## src/rtl/acc_exec_unit_if.sv

```systemverilog
// Operand/command and write-back bundle between the accumulator register file
// and the execute stage.
interface acc_exec_unit_if #(parameter int W = 8);
  logic         Start;
  logic [3:0]   Op;
  logic [W-1:0] Acc;
  logic [W-1:0] Operand;
  logic         Busy;
  logic         Done;
  logic [W-1:0] Result;
  logic         WriteEn;
  logic         WriteR0;
  logic         Carry;
  logic         Zero;
  logic         Illegal;

  modport master (
    output Start, Op, Acc, Operand,
    input  Busy, Done, Result, WriteEn, WriteR0, Carry, Zero, Illegal
  );

  modport slave (
    input  Start, Op, Acc, Operand,
    output Busy, Done, Result, WriteEn, WriteR0, Carry, Zero, Illegal
  );
endinterface

```

## src/rtl/acc_exec_unit.sv

```systemverilog
// Multi-cycle accumulator execute stage: single-cycle ALU/moves, iterative
// shifts and shift-add multiply, writing back into the accumulator register file.
//
// state | meaning
// IDLE  | waiting for Start; operands latched on the accepting edge
// SHIFT | one bit of SHL/SHR per cycle, cnt bits remaining
// MUL   | one multiplier bit per cycle, W cycles
// WB_LO | multiply low byte written to R0
// WB_HI | final write-back, Done pulse, flags visible
module acc_exec_unit #(
  parameter int W  = 8,
  parameter int CW = 3
) (
  input logic            Clk,
  input logic            Reset,
  acc_exec_unit_if.slave bus
);
  localparam int MCW = $clog2(W);

  localparam logic [3:0] OP_ADD  = 4'd0;
  localparam logic [3:0] OP_SUB  = 4'd1;
  localparam logic [3:0] OP_AND  = 4'd2;
  localparam logic [3:0] OP_OR   = 4'd3;
  localparam logic [3:0] OP_XOR  = 4'd4;
  localparam logic [3:0] OP_MOVR = 4'd5;
  localparam logic [3:0] OP_MOVA = 4'd6;
  localparam logic [3:0] OP_SHL  = 4'd7;
  localparam logic [3:0] OP_SHR  = 4'd8;
  localparam logic [3:0] OP_MUL  = 4'd9;

  typedef enum logic [2:0] {IDLE, SHIFT, MUL, WB_LO, WB_HI} state_t;

  state_t         st, st_d;
  logic [3:0]     op_q;
  logic [W-1:0]   a_q, b_q;
  logic [CW-1:0]  cnt;
  logic [MCW-1:0] mcnt;
  logic [2*W-1:0] p, p_next, addend;
  logic [W-1:0]   result_q, res_d, sh_a;
  logic           carry_q, zero_q, we_q, wr0_q, ill_q;
  logic           ld_res, ld_c, ld_z, c_d, z_d, we_d, wr0_d, ill_d, sh_out;
  logic [W:0]     sum, diff;

  assign sum    = {1'b0, bus.Acc} + {1'b0, bus.Operand};
  assign diff   = {1'b0, bus.Acc} - {1'b0, bus.Operand};
  assign sh_a   = (op_q == OP_SHL) ? (a_q << 1) : (a_q >> 1);
  assign sh_out = (op_q == OP_SHL) ? a_q[W-1] : a_q[0];
  assign addend = {{W{1'b0}}, a_q} << mcnt;
  assign p_next = b_q[mcnt] ? (p + addend) : p;

  always_comb begin
    st_d   = st;
    ld_res = 1'b0;
    res_d  = result_q;
    ld_c   = 1'b0;
    c_d    = carry_q;
    ld_z   = 1'b0;
    we_d   = 1'b0;
    wr0_d  = 1'b0;
    ill_d  = 1'b0;
    case (st)
      IDLE: if (bus.Start) begin
        st_d = WB_HI;
        case (bus.Op)
          OP_ADD:  begin res_d = sum[W-1:0];  c_d = sum[W];  ld_res = 1'b1; ld_c = 1'b1; ld_z = 1'b1; wr0_d = 1'b1; end
          OP_SUB:  begin res_d = diff[W-1:0]; c_d = diff[W]; ld_res = 1'b1; ld_c = 1'b1; ld_z = 1'b1; wr0_d = 1'b1; end
          OP_AND:  begin res_d = bus.Acc & bus.Operand; c_d = 1'b0; ld_res = 1'b1; ld_c = 1'b1; ld_z = 1'b1; wr0_d = 1'b1; end
          OP_OR:   begin res_d = bus.Acc | bus.Operand; c_d = 1'b0; ld_res = 1'b1; ld_c = 1'b1; ld_z = 1'b1; wr0_d = 1'b1; end
          OP_XOR:  begin res_d = bus.Acc ^ bus.Operand; c_d = 1'b0; ld_res = 1'b1; ld_c = 1'b1; ld_z = 1'b1; wr0_d = 1'b1; end
          OP_MOVR: begin res_d = bus.Acc;     ld_res = 1'b1; we_d = 1'b1; end
          OP_MOVA: begin res_d = bus.Operand; ld_res = 1'b1; ld_z = 1'b1; wr0_d = 1'b1; end
          OP_SHL, OP_SHR: begin
            if (bus.Operand[CW-1:0] == '0) begin
              res_d = bus.Acc; c_d = 1'b0; ld_res = 1'b1; ld_c = 1'b1; ld_z = 1'b1; wr0_d = 1'b1;
            end else begin
              st_d = SHIFT;
            end
          end
          OP_MUL:  st_d = MUL;
          default: ill_d = 1'b1;
        endcase
      end
      SHIFT: if (cnt == CW'(1)) begin
        st_d = WB_HI; res_d = sh_a; c_d = sh_out;
        ld_res = 1'b1; ld_c = 1'b1; ld_z = 1'b1; wr0_d = 1'b1;
      end
      MUL: if (mcnt == MCW'(W-1)) begin
        st_d = WB_LO; res_d = p_next[W-1:0]; ld_res = 1'b1; wr0_d = 1'b1;
      end
      WB_LO: begin
        st_d = WB_HI; res_d = p[2*W-1:W]; c_d = (p[2*W-1:W] != '0);
        ld_res = 1'b1; ld_c = 1'b1; ld_z = 1'b1; we_d = 1'b1;
      end
      WB_HI: st_d = IDLE;
      default: st_d = IDLE;
    endcase
    // Multiply judges Zero on the whole product, not just the high byte written last.
    z_d = (st == WB_LO) ? (p == '0) : (res_d == '0);
  end

  always_ff @(posedge Clk) begin
    if (Reset) begin
      st       <= IDLE;
      op_q     <= '0;
      a_q      <= '0;
      b_q      <= '0;
      cnt      <= '0;
      mcnt     <= '0;
      p        <= '0;
      result_q <= '0;
      carry_q  <= 1'b0;
      zero_q   <= 1'b0;
      we_q     <= 1'b0;
      wr0_q    <= 1'b0;
      ill_q    <= 1'b0;
    end else begin
      st <= st_d;
      if (st == IDLE && bus.Start) begin
        op_q <= bus.Op;
        a_q  <= bus.Acc;
        b_q  <= bus.Operand;
        cnt  <= bus.Operand[CW-1:0];
        mcnt <= '0;
        p    <= '0;
      end else if (st == SHIFT) begin
        a_q <= sh_a;
        cnt <= cnt - CW'(1);
      end else if (st == MUL) begin
        p    <= p_next;
        mcnt <= mcnt + MCW'(1);
      end
      if (ld_res) result_q <= res_d;
      if (ld_c)   carry_q  <= c_d;
      if (ld_z)   zero_q   <= z_d;
      we_q  <= we_d;
      wr0_q <= wr0_d;
      ill_q <= ill_d;
    end
  end

  assign bus.Busy    = (st != IDLE);
  assign bus.Done    = (st == WB_HI);
  assign bus.Result  = result_q;
  assign bus.WriteEn = we_q;
  assign bus.WriteR0 = wr0_q;
  assign bus.Carry   = carry_q;
  assign bus.Zero    = zero_q;
  assign bus.Illegal = ill_q;
endmodule

```

## src/flat_wrapper.sv

```systemverilog
// flat-port wrapper written by rule: the top's interface ports become plain ports
module acc_exec_unit_flat 
#(
  parameter int W  = 8,
  parameter int CW = 3
)
  (Clk, Reset, bus_Start, bus_Op, bus_Acc, bus_Operand, bus_Busy, bus_Done, bus_Result, bus_WriteEn, bus_WriteR0, bus_Carry, bus_Zero, bus_Illegal);
  acc_exec_unit_if #(.W(W)) bus_i ();
  input logic Clk;
  input logic Reset;
  input wire logic [$bits(bus_i.Start)-1:0] bus_Start;
  input wire logic [$bits(bus_i.Op)-1:0] bus_Op;
  input wire logic [$bits(bus_i.Acc)-1:0] bus_Acc;
  input wire logic [$bits(bus_i.Operand)-1:0] bus_Operand;
  output wire logic [$bits(bus_i.Busy)-1:0] bus_Busy;
  output wire logic [$bits(bus_i.Done)-1:0] bus_Done;
  output wire logic [$bits(bus_i.Result)-1:0] bus_Result;
  output wire logic [$bits(bus_i.WriteEn)-1:0] bus_WriteEn;
  output wire logic [$bits(bus_i.WriteR0)-1:0] bus_WriteR0;
  output wire logic [$bits(bus_i.Carry)-1:0] bus_Carry;
  output wire logic [$bits(bus_i.Zero)-1:0] bus_Zero;
  output wire logic [$bits(bus_i.Illegal)-1:0] bus_Illegal;
  assign bus_i.Start = bus_Start;
  assign bus_i.Op = bus_Op;
  assign bus_i.Acc = bus_Acc;
  assign bus_i.Operand = bus_Operand;
  assign bus_Busy = bus_i.Busy;
  assign bus_Done = bus_i.Done;
  assign bus_Result = bus_i.Result;
  assign bus_WriteEn = bus_i.WriteEn;
  assign bus_WriteR0 = bus_i.WriteR0;
  assign bus_Carry = bus_i.Carry;
  assign bus_Zero = bus_i.Zero;
  assign bus_Illegal = bus_i.Illegal;
  acc_exec_unit #(.W(W), .CW(CW)) u_core (.Clk(Clk), .Reset(Reset), .bus(bus_i));
endmodule
```

## config.mk

```make
export PLATFORM = sky130hd
export DESIGN_NAME = acc_exec_unit_flat
export DESIGN_NICKNAME = d
export VERILOG_FILES = /design/src/rtl/acc_exec_unit_if.sv /design/src/rtl/acc_exec_unit.sv /design/src/flat_wrapper.sv
export SDC_FILE = /design/constraint.sdc
export NUM_CORES = 1
export LEC_CHECK = 0
export CAP_MARGIN = 20
export CORE_AREA = 8 8 175 127
export CTS_CLUSTER_DIAMETER = 80
export DETAILED_ROUTE_END_ITERATION = 8
export DIE_AREA = 0 0 183 135
export PLACE_DENSITY_LB_ADDON = 0.08
export SLEW_MARGIN = 20
export SYNTH_ARGS = -nofsm -noshare
export SYNTH_HDL_FRONTEND = slang
export SYNTH_SLANG_ARGS = --single-unit
```

## constraint.sdc

```tcl
create_clock -name Clk -period 5.9 [get_ports Clk]
set_clock_uncertainty 0.1 [all_clocks]
set_input_delay 1.77 -clock Clk [delete_from_list [all_inputs] [get_ports Clk]]
set_output_delay 1.77 -clock Clk [all_outputs]
set_load 0.05 [all_outputs]
```

### After elaboration in Yosys (flattened, before gate mapping)

Index checks and enable logic that the tools add are counted.

| cells by class | value |
|---|---|
| add/subtract/negate cells | 5 |
| $lt $le $gt $ge | 1 |
| equal/unequal tests | 21 |
| shift operators | 1 |
| muxes and demuxes | 44 |
| bitwise logic cells | 6 |
| reduce and logical (&&, ||, !) cells | 22 |

Operators by type and width:

| cell | number |
|---|---|
| 8-bit 2-to-1 mux | 8 |
| 8-bit one-hot mux with 8 select lines | 1 |
| 8-bit one-hot mux with 4 select lines | 1 |
| 4-bit by 3-bit equality test with 1-bit output, second input constant | 5 |
| 3-bit 2-to-1 mux | 6 |
| 16-bit adder | 1 |
| 16-bit zero test | 1 |
| 8-bit by 3-bit << shifter with 16-bit output | 1 |
| 1-bit 2-to-1 mux | 15 |
| 1-bit one-hot mux with 3 select lines | 4 |
| 3-bit one-hot mux with 4 select lines | 1 |
| 10-bit OR reduction | 1 |
| 8-bit by 8-bit adder with 9-bit output | 1 |
| 8-bit by 8-bit subtractor with 9-bit output | 1 |
| 8-bit bitwise AND | 1 |
| 4-bit by 2-bit equality test with 1-bit output, second input constant | 2 |
| 4-bit equality test, second input constant | 2 |
| 8-bit zero test | 1 |
| 8-bit bitwise OR | 1 |
| 1-bit one-hot mux with 2 select lines | 4 |
| 1-bit one-hot mux with 4 select lines | 2 |
| 8-bit nonzero test | 1 |
| 8-bit bitwise XOR | 1 |
| 7-bit OR reduction | 1 |
| other kinds (26) | 37 |

| word-level totals | value |
|---|---|
| register bits | 58 |

### Depth between registers and ports, before layout

| logic depth | value |
|---|---|
| depth in word-level cells | 7 |
| mapped depth | 15 |

### Worst setup path before layout

Ideal clock, no wire load.

| timing path | value |
|---|---|
| path type | input to register |
| from | in bus_Acc[0] |
| to | reg u_core.zero_q, in the netlist u_core.bus.Zero |
| setup time | 0.084 ns |
| arrival time | 4.073 ns |
| data required time | 5.716 ns |
| setup slack | 1.642 ns |
| cell stages on the path | 11 |
| path buffers | 0 |
| cell sequence | inv_1 > ha_1 > fa_1 > o21bai_1 > a21oi_1 > and2_0 > o32a_1 > o21ai_0 > o2111ai_1 > or4_1 > o31ai_2 |

| between the ends | value |
|---|---|
| word-level cells in the longest chain between the ends | 6 |
| elaborated cells between the ends (all ways) | 11 |

RTL lines:

| element | line | text |
|---|---|---|
| start, declared | flat_wrapper.sv:13 | `input wire logic [$bits(bus_i.Acc)-1:0] bus_Acc;` |
| 8-bit by 8-bit subtractor with 9-bit output (tied with other cells) | acc_exec_unit.sv:45 | `assign diff = {1'b0, bus.Acc} - {1'b0, bus.Operand};` |
| 8-bit one-hot mux with 8 select lines (*) | acc_exec_unit.sv:64 | `case (bus.Op)` |
| 8-bit 2-to-1 mux (*) | acc_exec_unit.sv:62 | `IDLE: if (bus.Start) begin` |
| 8-bit one-hot mux with 4 select lines (*) | acc_exec_unit.sv:61 | `case (st)` |
| 8-bit zero test (*) | acc_exec_unit.sv:98 | `z_d = (st == WB_LO) ? (p == '0) : (res_d == '0);` |
| 1-bit 2-to-1 mux (*) | acc_exec_unit.sv:98 |  |
| end signal, assigned | acc_exec_unit.sv:134 | `if (ld_z) zero_q <= z_d;` |
| end, declared | acc_exec_unit.sv:40 | `logic carry_q, zero_q, we_q, wr0_q, ill_q;` |

Mark *: on every way between the ends. The rest lies on a longest branch, timed or not.
A chain may end at the register's enable or synchronous reset.

### Worst setup path after layout

| timing path | value |
|---|---|
| from | in bus_Operand[0] |
| to | reg u_core.zero_q, in the netlist u_core.bus.Zero |

| between the ends | value |
|---|---|
| word-level cells in the longest chain between the ends | 7 |
| elaborated cells between the ends (all ways) | 16 |

RTL lines:

| element | line | text |
|---|---|---|
| start, declared | flat_wrapper.sv:14 | `input wire logic [$bits(bus_i.Operand)-1:0] bus_Operand;` |
| parallel branches: the longest is 7 deep, another holds 8-bit by 8-bit subtractor with 9-bit output | - |  |

Parallel ways; which one is timed is not known.

==> summary.md <==
| Metric | Value |
|---|---|
| Seq cells post-synth | 58 |
| Layout cells sized above 1 | 8.07% |
| Hold wc startpoint | u_core.b_q[6] |
| First-pass GRT wire length | 33.5 mm |
| CP Depth | 10 |
| Yosys warns | 0 |
| Total power per unit cell area | 212 nW/µm² |
| Final min period | 4.93 ns |
| DIE WIDTH | 183 µm |
| Hold path cells | 2 |
| WL/cell | 20.9 µm |
| Slew headroom | 41.5% |
| Hold-fix buffers, CTS | 0 |
| Synth Area in Simple Gates | 25.1% |
| Post-synth top flop | dfxtp_1 |
| Largest delay contributor family on the critical path | compound AO/OA/AOI/OAI gates |
| Critical Path Fanout Max | 3 |
| CTS buffer count | 9 |
| Met3 Track Usage GR | 4.48% |
| Layer with the highest usage | met1 |
| Xor/xnor cell area share of the yosys netlist | 2.28% |
| GRT Residual Overflow | 0 |
| Adder-cell share of the synthesized area | 11.1% |
| Diode count | 0 |
| Worst Setup End Kind | flop |
| Commonest non-fill, non-tap cell in the layout | nand2_1 |
| Clock Path Buffers | 2 |
| Clk root buf | clkbuf_16 |
| Mapped Cells | 725 |
| Slowest stage delay, CP | 0.57 ns |
| Comb power frac | 25.0% |
| Crit-path cells | clkdlybuf4s50_1, ha_1, fa_1, a211oi_1, nor3_1, o32a_1, o21ai_0, o2111ai_1, or4_1, o31ai_2 |
| Met1 Resource Use GR | 27.6% |
| Setup-failing EPs final | 0 |
| WS Path Type | input pin to flop |
| Number of antenna-violating nets in the routed design | 0 |
| Sequential power share | 31.9% |
| Sequential area share after synthesis | 21.6% |
| Synth Area per Inst | 7.42 µm² |
| H-Tree Depth | 3 |
| Multiplexer area fraction after synthesis | 7.77% |
| Clock slew at reported path FFs | 0.06 ns |
| CP bufs+invs | 1 |
| Post-CTS setup buffer count | 0 |
| Finished Layout Cells | 1026 |
| Number of global-route vias before repair | 5358 |
| Psw | 0.000449 W |
| GPL Wtd Cong | 0.889 |
| Layout Nets | 820 |
| Sw Share | 33.1% |
| Routed WL | 21.5 mm |
| Vias | 5654 |
| Port Buffers | 37 |
| Pin count of the biggest net entering global routing | 35 |
| Peak supply drop | 0.000112 V |
| R2r worst-path depth | 11 |
| Post-synth EDFFs | 0 |
| Max_cap viols | 0 |
| Final Hold Fails | 0 |
| Die extent in y | 135 µm |
| Drt drc | 0 |
| Initial antenna violation count | 0 |
| TritonCTS clock tree | built |
| Area Overhead vs Synth | 19.2% |
| Syn_nets | 794 |
| Placed wire-length estimate | 17.0 mm |
| Vias per cell | 5.51 |
| Mapped Area | 5380 µm² |
| Synth Area in Compound Gates | 26.1% |
| Placed Cells | 1010 |
| P_leak | 2.45 nW |
| CP Data Arrival Time | 5.08 ns |
| Clock Sinks | 58 |
| Setup TNS | 0 ns |
| Terminus of the critical flop-to-flop path | u_core.bus.Zero |
| FP Rows | 43 |
| Status | complete, no violations |
| Clk_lat worst skew | 0.34 ns |
| I/O pin count | 38 |
| RSZ-0062 raised after global routing | no |
| M2 GR Usage | 23.0% |
| Tcrit/Tclk final | 83.5% |
| Int Pwr | 0.000909 W |
| Die area | 24700 µm² |
| Worst Hold End | u_core.b_q[6] |
| Main combinational cell family by area after synthesis | compound AO/OA/AOI/OAI gates |
| Worst EP required | 6.05 ns |
| Slowest cell on crit path | or4_1 |
| Async SR Flop Fraction | 0% |
| Max-slew violation count | 0 |
| Distinct cells, synth | 76 |
| FF-to-FF setup slack | 1.76 ns |
| Actual slew at the worst max-slew pin | 0.865 ns |
| Gates resized, CTS repair | 0 |
| Max Clk Rate | 203 MHz |
| Crit path launch type | input pin |
| GRT Util Overall | 17.5% |
| 1st-iter DRT viols | 683 |
| FF-to-FF Start | u_core.mcnt[1] |
| Initial Utilization | 27.6% |
| Most frequent cells in the layout | 98 x nand2_1, 65 x a21oi_1, 58 x dfxtp_1 |
| Power share of the clock group | 43.1% |
| Drt first pass iters | 6 |
| Hold Crit Class | flop to flop |
| Core area | 19500 µm² |
## flip-flops by register name (all words and copies together), names as in the netlist
register and flops:
u_core.bus.Carry 1, u_core.bus.Zero 1, u_core.bus.Result 8, u_core.a_q 8
u_core.p 16, u_core.bus.WriteR0 1, u_core.st 3, u_core.op_q 4
u_core.cnt 3, u_core.bus.WriteEn 1, u_core.mcnt 3, u_core.b_q 8
u_core.bus.Illegal 1
## layout make-up
class	count	area, µm²
clock buffers	9	225
clock inverters	7	100
fillers	2104	13100
inverters	40	150
multi-input cells	585	3890
flip-flops and latches	58	1160
well taps	270	338
repair buffers	57	546
## how the worst max path moves through the flow
| stage | from | end | slack [ns] |
|---|---|---|---|
| detailed placement | bus_Acc[0] | u_core.bus.Zero | 0.63 |
| CTS | bus_Acc[0] | u_core.bus.Zero | 0.97 |
| floorplan | bus_Acc[0] | u_core.bus.Zero | 1.64 |
| global placement | bus_Acc[0] | u_core.bus.Zero | 0.72 |
| finish | bus_Operand[0] | u_core.bus.Zero | 0.97 |
| global route | bus_Operand[1] | u_core.bus.Zero | 0.81 |
## metal layers
metal,routed length [µm],up-vias
met4,127,0
li1,-,2714
met3,1600,8
met5,0,-
met2,8180,206
met1,11600,2726
## worst min-delay path: stages (launching register included)
cell and delay, ns:
dfxtp_1 0.30, nand2_1 0.05, a21oi_1 0.05
## kinds of logic (layout without fill, tap and decap cells)
logic type	Yosys count	in the layout
AO/OA/AOI/OAI	213	213
XOR/XNOR	14	14
adder cells (fa/ha/maj)	46	46
buffers and inverters	82	113
flip-flops	58	58
multiplexers	38	38
AND/OR/NAND/NOR	274	274
## synth_stat cells (4+ instances only)
master / n / area [µm²]
nand2_1: 98 / 368
a21oi_1: 65 / 325
dfxtp_1: 58 / 1160
nor2_1: 57 / 214
ha_1: 43 / 538
inv_1: 40 / 150
o21ai_0: 36 / 180
clkbuf_1: 26 / 97.6
mux2i_1: 26 / 260
nor3_1: 22 / 110
nand3_1: 14 / 70.1
o22ai_1: 13 / 81.3
a22oi_1: 12 / 90.1
nand2b_1: 12 / 75.1
nor2b_1: 12 / 75.1
buf_2: 11 / 55.1
nor4_1: 11 / 68.8
xnor2_1: 10 / 87.6
and2_1: 9 / 56.3
a211oi_1: 8 / 60.1
a31oi_1: 8 / 50.1
mux2_2: 8 / 90.1
o21ai_1: 7 / 35.0
o211ai_1: 6 / 45.0
a311oi_1: 5 / 43.8
a32oi_1: 5 / 43.8
or3_1: 5 / 31.3
a2111oi_0: 4 / 35.0
a221o_1: 4 / 40.0
buf_1: 4 / 15.0
nand3b_1: 4 / 30.0
or4_1: 4 / 30.0
xor2_1: 4 / 35.0
## power groups by stage
stage	Sequential, W	Clock, W	Combinational, W
floorplan	0.000447	0	0.000200
global placement	0.000441	0	0.000335
detailed placement	0.000441	0	0.000333
CTS	0.000433	0.000598	0.000335
global route	0.000436	0.000618	0.000369
finish	0.000433	0.000585	0.000339
## metrics by stage
step / setup WS (ns) / cell area (µm²) / hold WS (ns) / power, W / utilization, %
4_1_cts: 0.972 / 6410 / 0.361 / 0.00137 / 32.9
5_1_grt: 0.810 / 6410 / 0.379 / 0.00142 / 32.9
2_1_floorplan: 1.64 / 5380 / 0.331 / 0.000647 / -
6_report: 0.971 / 6410 / 0.355 / 0.00136 / 32.9
3_5_place_dp: 0.631 / 6090 / 0.352 / 0.000775 / 31.3
3_3_place_gp: 0.720 / 6090 / 0.343 / 0.000776 / 31.3
No activity file was read; power rests on OpenSTA's default activity.
